==> src/rtl/mips_multicycle_control.sv <==
// Multicycle MIPS control FSM: fetch, decode, execute, memory and write-back sequencing.
// Latency with zero-wait memory: J/JAL/JR 2, branch 3, ALU/store 4, load 5 cycles; +1 per wait cycle.
// Memory backpressure: mem_req held until mem_ready; bounded wait traps with cause 2.
module mips_multicycle_control #(
  parameter int OPCODE_W = 6,
  parameter int ALUOP_W  = 6,
  parameter int TIMEOUT  = 16
) (
  input  logic                clk,
  input  logic                nrst,
  input  logic [OPCODE_W-1:0] opcode,
  input  logic [5:0]          funct,
  input  logic                mem_ready,
  output logic                pc_write,
  output logic                ir_write,
  output logic                mem_req,
  output logic                mem_we,
  output logic                mem_src,
  output logic                reg_write,
  output logic [1:0]          reg_dst,
  output logic [1:0]          reg_src,
  output logic                alu_src_b,
  output logic [ALUOP_W-1:0]  alu_op,
  output logic [1:0]          pc_src,
  output logic                branch_eq,
  output logic                branch_ne,
  output logic [1:0]          apply_mask,
  output logic [2:0]          state,
  output logic [1:0]          trap
);

  typedef enum logic [2:0] {
    S_FETCH  = 3'd0,
    S_DECODE = 3'd1,
    S_EXEC   = 3'd2,
    S_MEM    = 3'd3,
    S_WB     = 3'd4,
    S_TRAP   = 3'd5
  } state_t;

  typedef enum logic [3:0] {
    CL_NONE, CL_R, CL_ALUI, CL_BEQ, CL_BNE, CL_LOAD, CL_STORE,
    CL_J, CL_JAL, CL_JR, CL_ILLEGAL
  } cls_t;

  localparam logic [OPCODE_W-1:0] OP_RTYPE = OPCODE_W'(6'h00);
  localparam logic [OPCODE_W-1:0] OP_J     = OPCODE_W'(6'h02);
  localparam logic [OPCODE_W-1:0] OP_JAL   = OPCODE_W'(6'h03);
  localparam logic [OPCODE_W-1:0] OP_BEQ   = OPCODE_W'(6'h04);
  localparam logic [OPCODE_W-1:0] OP_BNE   = OPCODE_W'(6'h05);
  localparam logic [OPCODE_W-1:0] OP_ADDI  = OPCODE_W'(6'h08);
  localparam logic [OPCODE_W-1:0] OP_ADDIU = OPCODE_W'(6'h09);
  localparam logic [OPCODE_W-1:0] OP_SLTI  = OPCODE_W'(6'h0A);
  localparam logic [OPCODE_W-1:0] OP_SLTIU = OPCODE_W'(6'h0B);
  localparam logic [OPCODE_W-1:0] OP_ANDI  = OPCODE_W'(6'h0C);
  localparam logic [OPCODE_W-1:0] OP_ORI   = OPCODE_W'(6'h0D);
  localparam logic [OPCODE_W-1:0] OP_LUI   = OPCODE_W'(6'h0F);
  localparam logic [OPCODE_W-1:0] OP_LB    = OPCODE_W'(6'h20);
  localparam logic [OPCODE_W-1:0] OP_LH    = OPCODE_W'(6'h21);
  localparam logic [OPCODE_W-1:0] OP_LW    = OPCODE_W'(6'h23);
  localparam logic [OPCODE_W-1:0] OP_LBU   = OPCODE_W'(6'h24);
  localparam logic [OPCODE_W-1:0] OP_LHU   = OPCODE_W'(6'h25);
  localparam logic [OPCODE_W-1:0] OP_SB    = OPCODE_W'(6'h28);
  localparam logic [OPCODE_W-1:0] OP_SH    = OPCODE_W'(6'h29);
  localparam logic [OPCODE_W-1:0] OP_SW    = OPCODE_W'(6'h2B);
  localparam logic [5:0]          FN_JR    = 6'h08;

  // Counter only has to reach TIMEOUT-1; keep at least one bit when the timeout is disabled.
  localparam int CNT_W = (TIMEOUT < 2) ? 1 : $clog2(TIMEOUT);
  localparam logic [CNT_W-1:0] CNT_LAST = CNT_W'(TIMEOUT - 1);

  state_t              st_q;
  cls_t                cls_q;
  cls_t                dec_cls;
  logic [OPCODE_W-1:0] op_q;
  logic [CNT_W-1:0]    wait_q;
  logic [1:0]          cause_q;
  logic                timeout_hit;
  logic [1:0]          size_mask;

  function automatic cls_t classify(input logic [OPCODE_W-1:0] op, input logic [5:0] fn);
    cls_t c;
    c = CL_ILLEGAL;
    case (op)
      OP_RTYPE: c = (fn == FN_JR) ? CL_JR : CL_R;
      OP_J:     c = CL_J;
      OP_JAL:   c = CL_JAL;
      OP_BEQ:   c = CL_BEQ;
      OP_BNE:   c = CL_BNE;
      OP_ADDI, OP_ADDIU, OP_SLTI, OP_SLTIU, OP_ANDI, OP_ORI, OP_LUI: c = CL_ALUI;
      OP_LB, OP_LH, OP_LW, OP_LBU, OP_LHU: c = CL_LOAD;
      OP_SB, OP_SH, OP_SW: c = CL_STORE;
      default:  c = CL_ILLEGAL;
    endcase
    return c;
  endfunction

  // Classify the live IR opcode; only consumed in DECODE.
  always_comb begin
    dec_cls = classify(opcode, funct);
  end

  // Access size of the registered load/store opcode.
  always_comb begin
    size_mask = 2'd0;
    case (op_q)
      OP_LB, OP_LBU, OP_SB: size_mask = 2'd2;
      OP_LH, OP_LHU, OP_SH: size_mask = 2'd1;
      default:              size_mask = 2'd0;
    endcase
  end

  // Last allowed wait cycle with memory still not ready; a ready in that cycle completes normally.
  always_comb begin
    timeout_hit = (TIMEOUT != 0) && (wait_q == CNT_LAST) && !mem_ready;
  end

  // State sequencing, instruction class capture, wait counter and trap cause.
  always_ff @(posedge clk) begin
    if (!nrst) begin
      st_q    <= S_FETCH;
      cls_q   <= CL_NONE;
      op_q    <= '0;
      wait_q  <= '0;
      cause_q <= 2'd0;
    end else begin
      wait_q <= '0;
      case (st_q)
        S_FETCH: begin
          if (mem_ready) begin
            st_q <= S_DECODE;
          end else if (timeout_hit) begin
            st_q    <= S_TRAP;
            cause_q <= 2'd2;
          end else begin
            wait_q <= wait_q + CNT_W'(1);
          end
        end
        S_DECODE: begin
          cls_q <= dec_cls;
          op_q  <= opcode;
          case (dec_cls)
            CL_ILLEGAL: begin
              st_q    <= S_TRAP;
              cause_q <= 2'd1;
            end
            CL_J, CL_JAL, CL_JR: st_q <= S_FETCH;
            default:             st_q <= S_EXEC;
          endcase
        end
        S_EXEC: begin
          case (cls_q)
            CL_BEQ, CL_BNE:    st_q <= S_FETCH;
            CL_LOAD, CL_STORE: st_q <= S_MEM;
            default:           st_q <= S_WB;
          endcase
        end
        S_MEM: begin
          if (mem_ready) begin
            st_q <= (cls_q == CL_STORE) ? S_FETCH : S_WB;
          end else if (timeout_hit) begin
            st_q    <= S_TRAP;
            cause_q <= 2'd2;
          end else begin
            wait_q <= wait_q + CNT_W'(1);
          end
        end
        S_WB:    st_q <= S_FETCH;
        S_TRAP:  st_q <= S_TRAP;
        default: st_q <= S_FETCH;
      endcase
    end
  end

  // Control outputs decoded from state and class; forced low while reset is held.
  always_comb begin
    pc_write   = 1'b0;
    ir_write   = 1'b0;
    mem_req    = 1'b0;
    mem_we     = 1'b0;
    mem_src    = 1'b0;
    reg_write  = 1'b0;
    reg_dst    = 2'd0;
    reg_src    = 2'd0;
    alu_src_b  = 1'b0;
    alu_op     = '0;
    pc_src     = 2'd0;
    branch_eq  = 1'b0;
    branch_ne  = 1'b0;
    apply_mask = 2'd0;
    state      = 3'd0;
    trap       = 2'd0;
    if (nrst) begin
      state = st_q;
      case (st_q)
        S_FETCH: begin
          mem_req  = 1'b1;
          pc_write = mem_ready;
          ir_write = mem_ready;
        end
        S_DECODE: begin
          case (dec_cls)
            CL_J: begin
              pc_write = 1'b1;
              pc_src   = 2'd2;
            end
            CL_JAL: begin
              pc_write  = 1'b1;
              pc_src    = 2'd2;
              reg_write = 1'b1;
              reg_dst   = 2'd2;
              reg_src   = 2'd2;
            end
            CL_JR: begin
              pc_write = 1'b1;
              pc_src   = 2'd3;
            end
            default: ;
          endcase
        end
        S_EXEC: begin
          case (cls_q)
            CL_R: alu_op = ALUOP_W'(6'h02);
            CL_ALUI: begin
              alu_src_b = 1'b1;
              alu_op    = (op_q == OP_ADDI) ? '0 : ALUOP_W'(op_q);
            end
            CL_LOAD, CL_STORE: alu_src_b = 1'b1;
            CL_BEQ: begin
              alu_op    = ALUOP_W'(6'h01);
              pc_write  = 1'b1;
              pc_src    = 2'd1;
              branch_eq = 1'b1;
            end
            CL_BNE: begin
              alu_op    = ALUOP_W'(6'h01);
              pc_write  = 1'b1;
              pc_src    = 2'd1;
              branch_ne = 1'b1;
            end
            default: ;
          endcase
        end
        S_MEM: begin
          mem_req    = 1'b1;
          mem_src    = 1'b1;
          alu_src_b  = 1'b1;
          apply_mask = size_mask;
          mem_we     = (cls_q == CL_STORE);
        end
        S_WB: begin
          reg_write  = 1'b1;
          reg_dst    = (cls_q == CL_R) ? 2'd1 : 2'd0;
          reg_src    = (cls_q == CL_LOAD) ? 2'd1 : 2'd0;
          apply_mask = (cls_q == CL_LOAD) ? size_mask : 2'd0;
        end
        S_TRAP:  trap = cause_q;
        default: ;
      endcase
    end
  end

endmodule

==> config.mk <==
export PLATFORM = sky130hd
export DESIGN_NAME = mips_multicycle_control
export DESIGN_NICKNAME = d
export VERILOG_FILES = /design/src/rtl/mips_multicycle_control.sv
export SDC_FILE = /design/constraint.sdc
export NUM_CORES = 1
export LEC_CHECK = 0
export ABC_AREA = 1
export CORE_ASPECT_RATIO = 0.7
export CORE_UTILIZATION = 50
export CTS_CLUSTER_SIZE = 24
export DETAILED_ROUTE_END_ITERATION = 7
export PLACE_DENSITY = 0.95
export SKIP_CTS_REPAIR_TIMING = 1
export SYNTH_ARGS = -nofsm -noshare
export SYNTH_HDL_FRONTEND = slang
export SYNTH_SLANG_ARGS = --single-unit
==> constraint.sdc <==
create_clock -name clk -period 2.82 [get_ports clk]
set_clock_uncertainty 0.1 [all_clocks]
set_input_delay 0.564 -clock clk [delete_from_list [all_inputs] [get_ports clk]]
set_output_delay 0.564 -clock clk [all_outputs]
set_load 0.1 [all_outputs]
==> results.json, run 1 <==
{
  "placed_area_sq_um": 2430,
  "ys_seq_area_share_pct": 26.8,
  "cts_buffers": 3,
  "stop_stage": "global routing (5_1_grt)",
  "grt_max_degree": 17,
  "status": "stopped before the end",
  "hpwl_mm": 4.52,
  "avgSynthCellArea_sq_um": 6.12,
  "synth_ff_type": "dfxtp_1",
  "gp_congestion": 0.952,
  "global_route.overflow_total": 8,
  "worst_endpoint": "reg_dst[1]",
  "syn_inst": 232,
  "yosysWarnings": 0,
  "ys_types": 33,
  "clkSinkCount": 19,
  "cts-root-buf": "clkbuf_8",
  "synth_xor_area_share_pct": 0.617,
  "h-tree-depth": 1,
  "syn_nets": 248,
  "synth-seq-cells": 19,
  "yosys.area_share.adder_pct": 0.882,
  "synth-compound-area-share_pct": 16.1,
  "synth_top_family_by_area": "simple AND/OR/NAND/NOR gates",
  "synthArstFlopShare_pct": 0,
  "synth-simple-area-share_pct": 42.6,
  "io_buffers": 42,
  "die_y_um": 46.6,
  "firstError": "[ERROR GRT-0232] Routing congestion too high. Check the congestion heatmap in the GUI.",
  "fp-row-count": 15,
  "synthMuxAreaShare_pct": 0,
  "syn_area_sq_um": 1420,
  "io_pins": 43,
  "cts_max_path_buffers": 2,
  "start_util_pct": 55.2,
  "worst-ep-kind": "top-level output",
  "die_w_um": 65.7,
  "synth_edf_count": 0,
  "grt_usage_pct": 66.3
}
## routing by layer
metal,global-route usage [%],GRT overflow
met1,62.6,0
met5,10.7,0
met4,76.5,6
met3,49.5,0
met2,86.7,2
## cell usage after synthesis (2+ instances only)
master / instances / share of area (%)
a21oi_1: 20 / 7.1
a31oi_1: 2 / 0.88
clkbuf_2: 2 / 0.71
dfxtp_1: 19 / 27
inv_1: 33 / 8.7
inv_2: 6 / 1.6
nand2_1: 35 / 9.3
nand2_2: 4 / 1.8
nand3_1: 16 / 5.6
nand3_2: 4 / 2.8
nand4_1: 4 / 1.8
nor2_1: 42 / 11
nor2_2: 2 / 0.88
nor2_4: 4 / 3.2
nor3_1: 6 / 2.1
nor3_2: 2 / 1.4
nor4_1: 2 / 0.88
o21a_1: 2 / 1.1
o21ai_0: 11 / 3.9
o21ai_1: 3 / 1.1
## logic make-up after synthesis
kind of cell,after synthesis
simple gates,124
compound gates,42
fa+ha+maj,1
flops,19
xor+xnor,1
buf+inv,45
## through the flow
stage	hold WS (ns)	setup slack, ns	instances	utilization, %
CTS	0.368	-0.306	329	96.2
detailed placement	0.352	-0.254	325	94.4
global placement	0.329	-0.150	325	94.4
floorplan	0.318	-0.790	232	-
==> run 2, diff against run 1 <==
Settings changed: CORE_ASPECT_RATIO 0.7 to not set, CORE_UTILIZATION 50 to 35, CTS_CLUSTER_SIZE 24 to not set, PLACE_DENSITY 0.95 to not set, PLACE_DENSITY_LB_ADDON set to 0.15.
==> run 2 against run 1 <==
  * The run now ends clean
  * Synthesized cell count unchanged
  * Area after synthesis unchanged
==> results.json, run 2 <==
{
  "regMostFlops": "op_q",
  "end_kind": "primary output",
  "p_sw_uw": 345,
  "synthArstFlopShare_pct": 0,
  "vias_per_cell": 4.91,
  "grt_pass1_vias": 1571,
  "gp_congestion": 0.854,
  "max_freq_mhz": 368,
  "r2r_start": "st_q[0]$_SDFF_PN0_",
  "antenna_cells": 0,
  "start_util_pct": 37.6,
  "worstPathRequired_ns": 2.16,
  "synth_xor_area_share_pct": 0.617,
  "synth-simple-area-share_pct": 42.6,
  "drtIter0Drc": 116,
  "final-max-slew-violation-count": 0,
  "largestRegisters": "op_q x6, cls_q x4, wait_q x4",
  "ys_types": 33,
  "cpMaxStageDelayCell": "clkdlybuf4s50_1",
  "report.final.setup_viol": 0,
  "pwr-share-clk_pct": 22.5,
  "setup_tns_ns": 0,
  "synth_area_leaders": "dfxtp_1 27%, nor2_1 11%, nand2_1 9.3%",
  "drc_errors": 0,
  "cap_violations": 0,
  "synth_ff_type": "dfxtp_1",
  "endpoint": "alu_op[2]",
  "cts_max_path_buffers": 2,
  "ys_seq_area_share_pct": 26.8,
  "syn_area_sq_um": 1420,
  "synth-seq-cells": 19,
  "largest_reg_flops": 6,
  "period_share_pct": 96.3,
  "worstSkewPairLatency_ns": 0.26,
  "cts_buffers": 3,
  "avgSynthCellArea_sq_um": 6.12,
  "core_area_sq_um": 3770,
  "antenna_found_initial": 0,
  "status": "complete, no violations",
  "first_pass_iters": 4,
  "grt_usage_pct": 19.1,
  "clkSinkCount": 19,
  "synth_commonest_cells": "42 x nor2_1, 35 x nand2_1, 33 x inv_1, 20 x a21oi_1, 19 x dfxtp_1",
  "syn_nets": 248,
  "worst-path-stages": 5,
  "hpwl_mm": 3.18,
  "power.leakage_uw": 0.00111,
  "nets": 313,
  "cts_tree": "built",
  "critical_path.max_fanout": 9,
  "critPathBufInv": 4,
  "h-tree-depth": 1,
  "synth_edf_count": 0,
  "global_route.overflow_total": 0,
  "worst_slew_pin_slew_ns": 0.639,
  "final_common_cell": "nand2_1",
  "critical-path-max-stage-delay_ns": 0.50,
  "io_buffers": 42,
  "critPathArrivalTime_ns": 2.05,
  "dieArea_sq_um": 4310,
  "yosysMostFrequentCell": "nor2_1",
  "max-vdd-ir-drop_uv": 253,
  "drive_above_1_share_pct": 34.8,
  "yosys.area.top_type": "dfxtp_1",
  "grt_max_degree": 18,
  "die_w_um": 65.7,
  "postRouteAntennaNets": 0,
  "die_y_um": 65.7,
  "hold_path_class": "register to register",
  "slew_headroom_pct": 57.1,
  "synth_top_area_share_pct": 26.8,
  "yosys.area_share.adder_pct": 0.882,
  "yosysWarnings": 0,
  "hold_path_depth": 1,
  "combPwrFrac_pct": 40.1,
  "seq_power_share_pct": 37.4,
  "r2r_end": "cls_q[0]$_SDFFE_PN0P_",
  "criticalPathCategory": "input pin to primary output",
  "drt_wl_total_mm": 3.82,
  "min_period_ns": 2.72,
  "p_int_uw": 525,
  "synth_top_family_by_area": "simple AND/OR/NAND/NOR gates",
  "powerDensity_nw_per_um2": 344,
  "syn2layout_area_growth_pct": 78.0,
  "drt-wirelength-per-cell_um": 11.1,
  "grt_pass1_wl_mm": 6.51,
  "cts-root-buf": "clkbuf_8",
  "route.vias.total": 1690,
  "path_cells": "clkdlybuf4s50_1 > buf_4 > inv_1 > nor4_2 > buf_12",
  "fp-row-count": 22,
  "synthMuxAreaShare_pct": 0,
  "critical_path.top_delay_family": "buffers and inverters",
  "swShare_pct": 39.6,
  "critPathLaunch": "nrst",
  "synth-compound-area-share_pct": 16.1,
  "rsz0062_at_grt": "true",
  "final_cell_mix": "34 x nand2_1, 31 x inv_1, 29 x nor2_1, 28 x buf_12, 24 x buf_4",
  "start_kind": "input pin",
  "io_pins": 43,
  "reg2reg_depth": 7,
  "hold_slack_ns": 0.346,
  "syn_inst": 232,
  "power.total_uw": 870,
  "final-hold-violation-count": 0,
  "path_clk_slew_ns": 0.07,
  "r2r_slack_ns": 1.12
}
-- run 2: worst register-to-register path, stage by stage (launching register included) --
cell and delay (ns):
dfxtp_1 0.52, nand2_2 0.17, nor2_4 0.20, buf_4 0.23
inv_1 0.10, a21oi_1 0.15, o21ai_0 0.11, inv_1 0.05
-- run 2: area by class of cell --
class	count	area (sq um)
Sequential cell	19	380
Timing Repair Buffer	66	896
Tap cell	48	60.1
Inverter	39	153
Clock buffer	4	45.0
Fill cell	324	1250
Multi-Input combinational cell	168	991
-- run 2: cells by family (layout without fill, tap and decap cells) --
family,Yosys count,count (layout)
simple gates,124,124
compound gates,42,42
xor+xnor,1,1
buf+inv,45,109
flops,19,19
fa+ha+maj,1,1
-- run 2: power by group through the flow --
stage / registers [uW] / logic [uW] / clock network [uW]
final: 326 / 349 / 195
after CTS: 325 / 347 / 200
after floorplan: 320 / 236 / 0
after global placement: 331 / 340 / 0
after detailed placement: 331 / 347 / 0
after global routing: 329 / 378 / 212
-- run 2: per-layer routing --
metal,part of all wire [%],vias up,global-route usage (%)
met5,0,-,0
met4,0.55,0,5.16
met3,3.1,3,4.17
met2,54,33,35.8
met1,43,775,21.3
li1,-,879,-
-- run 2: through the flow --
step	cell area, sq um	std cells	setup WS (ns)	util (%)
final	2520	344	0.103	67.0
after global routing	2520	344	0.000798	67.0
after CTS	2480	342	-0.195	65.8
after detailed placement	2440	338	-0.193	64.6
after global placement	2440	338	-0.152	64.6
after floorplan	1560	232	-0.790	-
-- run 2: worst min-delay path by stage --
stage	startpoint	slack (ns)	endpoint
6_report	wait_q[0]$_SDFF_PP0_	0.35	wait_q[0]$_SDFF_PP0_
5_1_grt	wait_q[0]$_SDFF_PP0_	0.38	wait_q[0]$_SDFF_PP0_
4_1_cts	wait_q[0]$_SDFF_PP0_	0.35	wait_q[0]$_SDFF_PP0_
3_5_place_dp	wait_q[0]$_SDFF_PP0_	0.34	wait_q[0]$_SDFF_PP0_
2_1_floorplan	wait_q[0]$_SDFF_PP0_	0.32	wait_q[0]$_SDFF_PP0_
3_3_place_gp	wait_q[0]$_SDFF_PP0_	0.33	wait_q[0]$_SDFF_PP0_
No activity file was read; power rests on OpenSTA's default activity.
==> run 3, diff against run 2 <==
Settings changed: ABC_CLOCK_PERIOD_IN_PS set to 2820, PLACE_DENSITY_LB_ADDON 0.15 to not set, SETUP_SLACK_MARGIN set to 0.02.
==> run 3 against run 2 <==
  * Critical path depth increased by 3
  * Sequential power about the same
  * Flip-flop and latch count unchanged
  * Clock-buffer cell count unchanged
  * Critical endpoint is now alu_op[1]
==> results.json, run 3 (synthesized netlist as in run 2, its figures left out) <==
{
  "r2r_slack_ns": 1.17,
  "report.final.setup_viol": 0,
  "cts_buffers": 3,
  "min_period_ns": 2.69,
  "core_area_sq_um": 3770,
  "seq_power_share_pct": 37.8,
  "combPwrFrac_pct": 40.6,
  "nets": 313,
  "p_sw_uw": 333,
  "gp_congestion": 0.808,
  "path_clk_slew_ns": 0.07,
  "powerDensity_nw_per_um2": 336,
  "end_kind": "primary output",
  "drt-wirelength-per-cell_um": 10.2,
  "drive_above_1_share_pct": 35.5,
  "io_buffers": 42,
  "postRouteAntennaNets": 0,
  "worstHoldStart": "wait_q[0]$_SDFF_PP0_",
  "pwr-share-clk_pct": 21.6,
  "max-vdd-ir-drop_uv": 178,
  "placed_area_sq_um": 2470,
  "vias_per_cell": 4.69,
  "postLayoutCoreUtil_pct": 67.6,
  "cap_violations": 0,
  "critical_path.max_fanout": 3,
  "grt_usage_pct": 18.5,
  "start_kind": "input pin",
  "cts_max_path_buffers": 2,
  "cts-root-buf": "clkbuf_8",
  "antenna_cells": 0,
  "period_share_pct": 95.4,
  "route.vias.total": 1613,
  "criticalPathCategory": "input pin to primary output",
  "hold_path_class": "register to register",
  "power.total_uw": 857,
  "critPathLaunch": "nrst",
  "slew_headroom_pct": 58.9,
  "regMostFlops": "op_q",
  "io_pins": 43,
  "setup_tns_ns": 0,
  "hpwl_mm": 3.00,
  "largestRegisters": "op_q x6, cls_q x4, wait_q x4",
  "rsz0062_at_grt": "false",
  "swShare_pct": 38.9,
  "start_util_pct": 37.6,
  "max_freq_mhz": 372,
  "finalInstanceArea_sq_um": 2550,
  "critPathArrivalTime_ns": 2.03,
  "drc_errors": 0,
  "worstPathRequired_ns": 2.16,
  "status": "complete, no violations",
  "reg2reg_depth": 6,
  "dieArea_sq_um": 4310,
  "r2r_end": "cause_q[1]$_SDFFE_PN0P_",
  "holdPathEnd": "wait_q[0]$_SDFF_PP0_",
  "worstSkewPairLatency_ns": 0.25,
  "final-max-slew-violation-count": 0,
  "first_pass_iters": 4,
  "fp-row-count": 22,
  "grt_pass1_vias": 1516,
  "cts_tree": "built",
  "syn2layout_area_growth_pct": 79.6,
  "hold_path_depth": 1,
  "die_y_um": 65.7,
  "drt_wl_total_mm": 3.49,
  "p_int_uw": 524,
  "final_common_cell": "nand2_1",
  "grt_max_degree": 18,
  "antenna_found_initial": 0,
  "h-tree-depth": 1,
  "die_w_um": 65.7,
  "final_cell_mix": "33 x nand2_1, 31 x inv_1, 30 x nor2_1, 28 x buf_12, 24 x buf_4",
  "clkSinkCount": 19,
  "power.leakage_uw": 0.00111,
  "r2r_start": "st_q[0]$_SDFF_PN0_",
  "final-hold-violation-count": 0,
  "largest_reg_flops": 6,
  "global_route.overflow_total": 0,
  "grt_pass1_wl_mm": 6.38,
  "drtIter0Drc": 41,
  "worst_slew_pin_slew_ns": 0.613
}
-- run 3: cell count changes in the layout (fill, tap and decap cells not counted) --
cell | before | now
nand3_2 | 4 | 5
a21oi_1 | 18 | 17
nor2_2 | 7 | 3
nor2_4 | 12 | 15
a21oi_2 | 2 | 3
nand2_2 | 5 | 6
nor2_1 | 29 | 30
nand2_1 | 34 | 33
nand3_1 | 15 | 14
-- run 3: critical path: stages --
cell,delay [ns]
clkdlybuf4s50_1,0.52
nand2_1,0.10
clkinvlp_4,0.09
nand2_1,0.07
nor2_1,0.15
o31ai_2,0.17
a21oi_4,0.17
buf_12,0.19
-- run 3: layout make-up --
cell class                      count  area, sq um
Inverter                           39          153
Sequential cell                    19          380
Tap cell                           48         60.1
Clock buffer                        4         45.0
Multi-Input combinational cell    168         1010
Fill cell                         317         1220
Timing Repair Buffer               66          896
-- run 3: how the worst max path moves through the flow --
| stage | end | slack (ns) | depth (start not counted) |
|---|---|---|---|
| final | alu_op[1] | 0.13 | 8 |
| after global routing | reg_dst[1] | 0.03 | 9 |
| after CTS | reg_src[1] | -0.21 | 12 |
| after detailed placement | reg_src[1] | -0.20 | 12 |
| after global placement | reg_dst[1] | -0.18 | 12 |
| after floorplan | ir_write | -0.79 | 3 |
-- run 3: per-stage QoR --
step | hold WS [ns] | worst slack [ns] | cells
after floorplan | 0.318 | -0.790 | 232
after global placement | 0.327 | -0.179 | 340
after detailed placement | 0.339 | -0.198 | 340
after CTS | 0.356 | -0.214 | 344
after global routing | 0.374 | 0.0330 | 344
final | 0.352 | 0.131 | 344
-- run 3: power by group through the flow --
stage / Combinational, uW / Sequential (uW) / Clock, uW
floorplan: 238 / 320 / 0
global placement: 344 / 330 / 0
detailed placement: 347 / 330 / 0
CTS: 348 / 324 / 189
global route: 384 / 330 / 201
finish: 348 / 324 / 185
-- run 3: routing by layer --
metal / GRT usage [%] / up-vias / wire (um)
met5: 0 / - / 0
met4: 5.71 / 0 / 47
met3: 2.43 / 4 / 105
met2: 29.8 / 33 / 1630
met1: 25.4 / 699 / 1710
li1: - / 877 / -
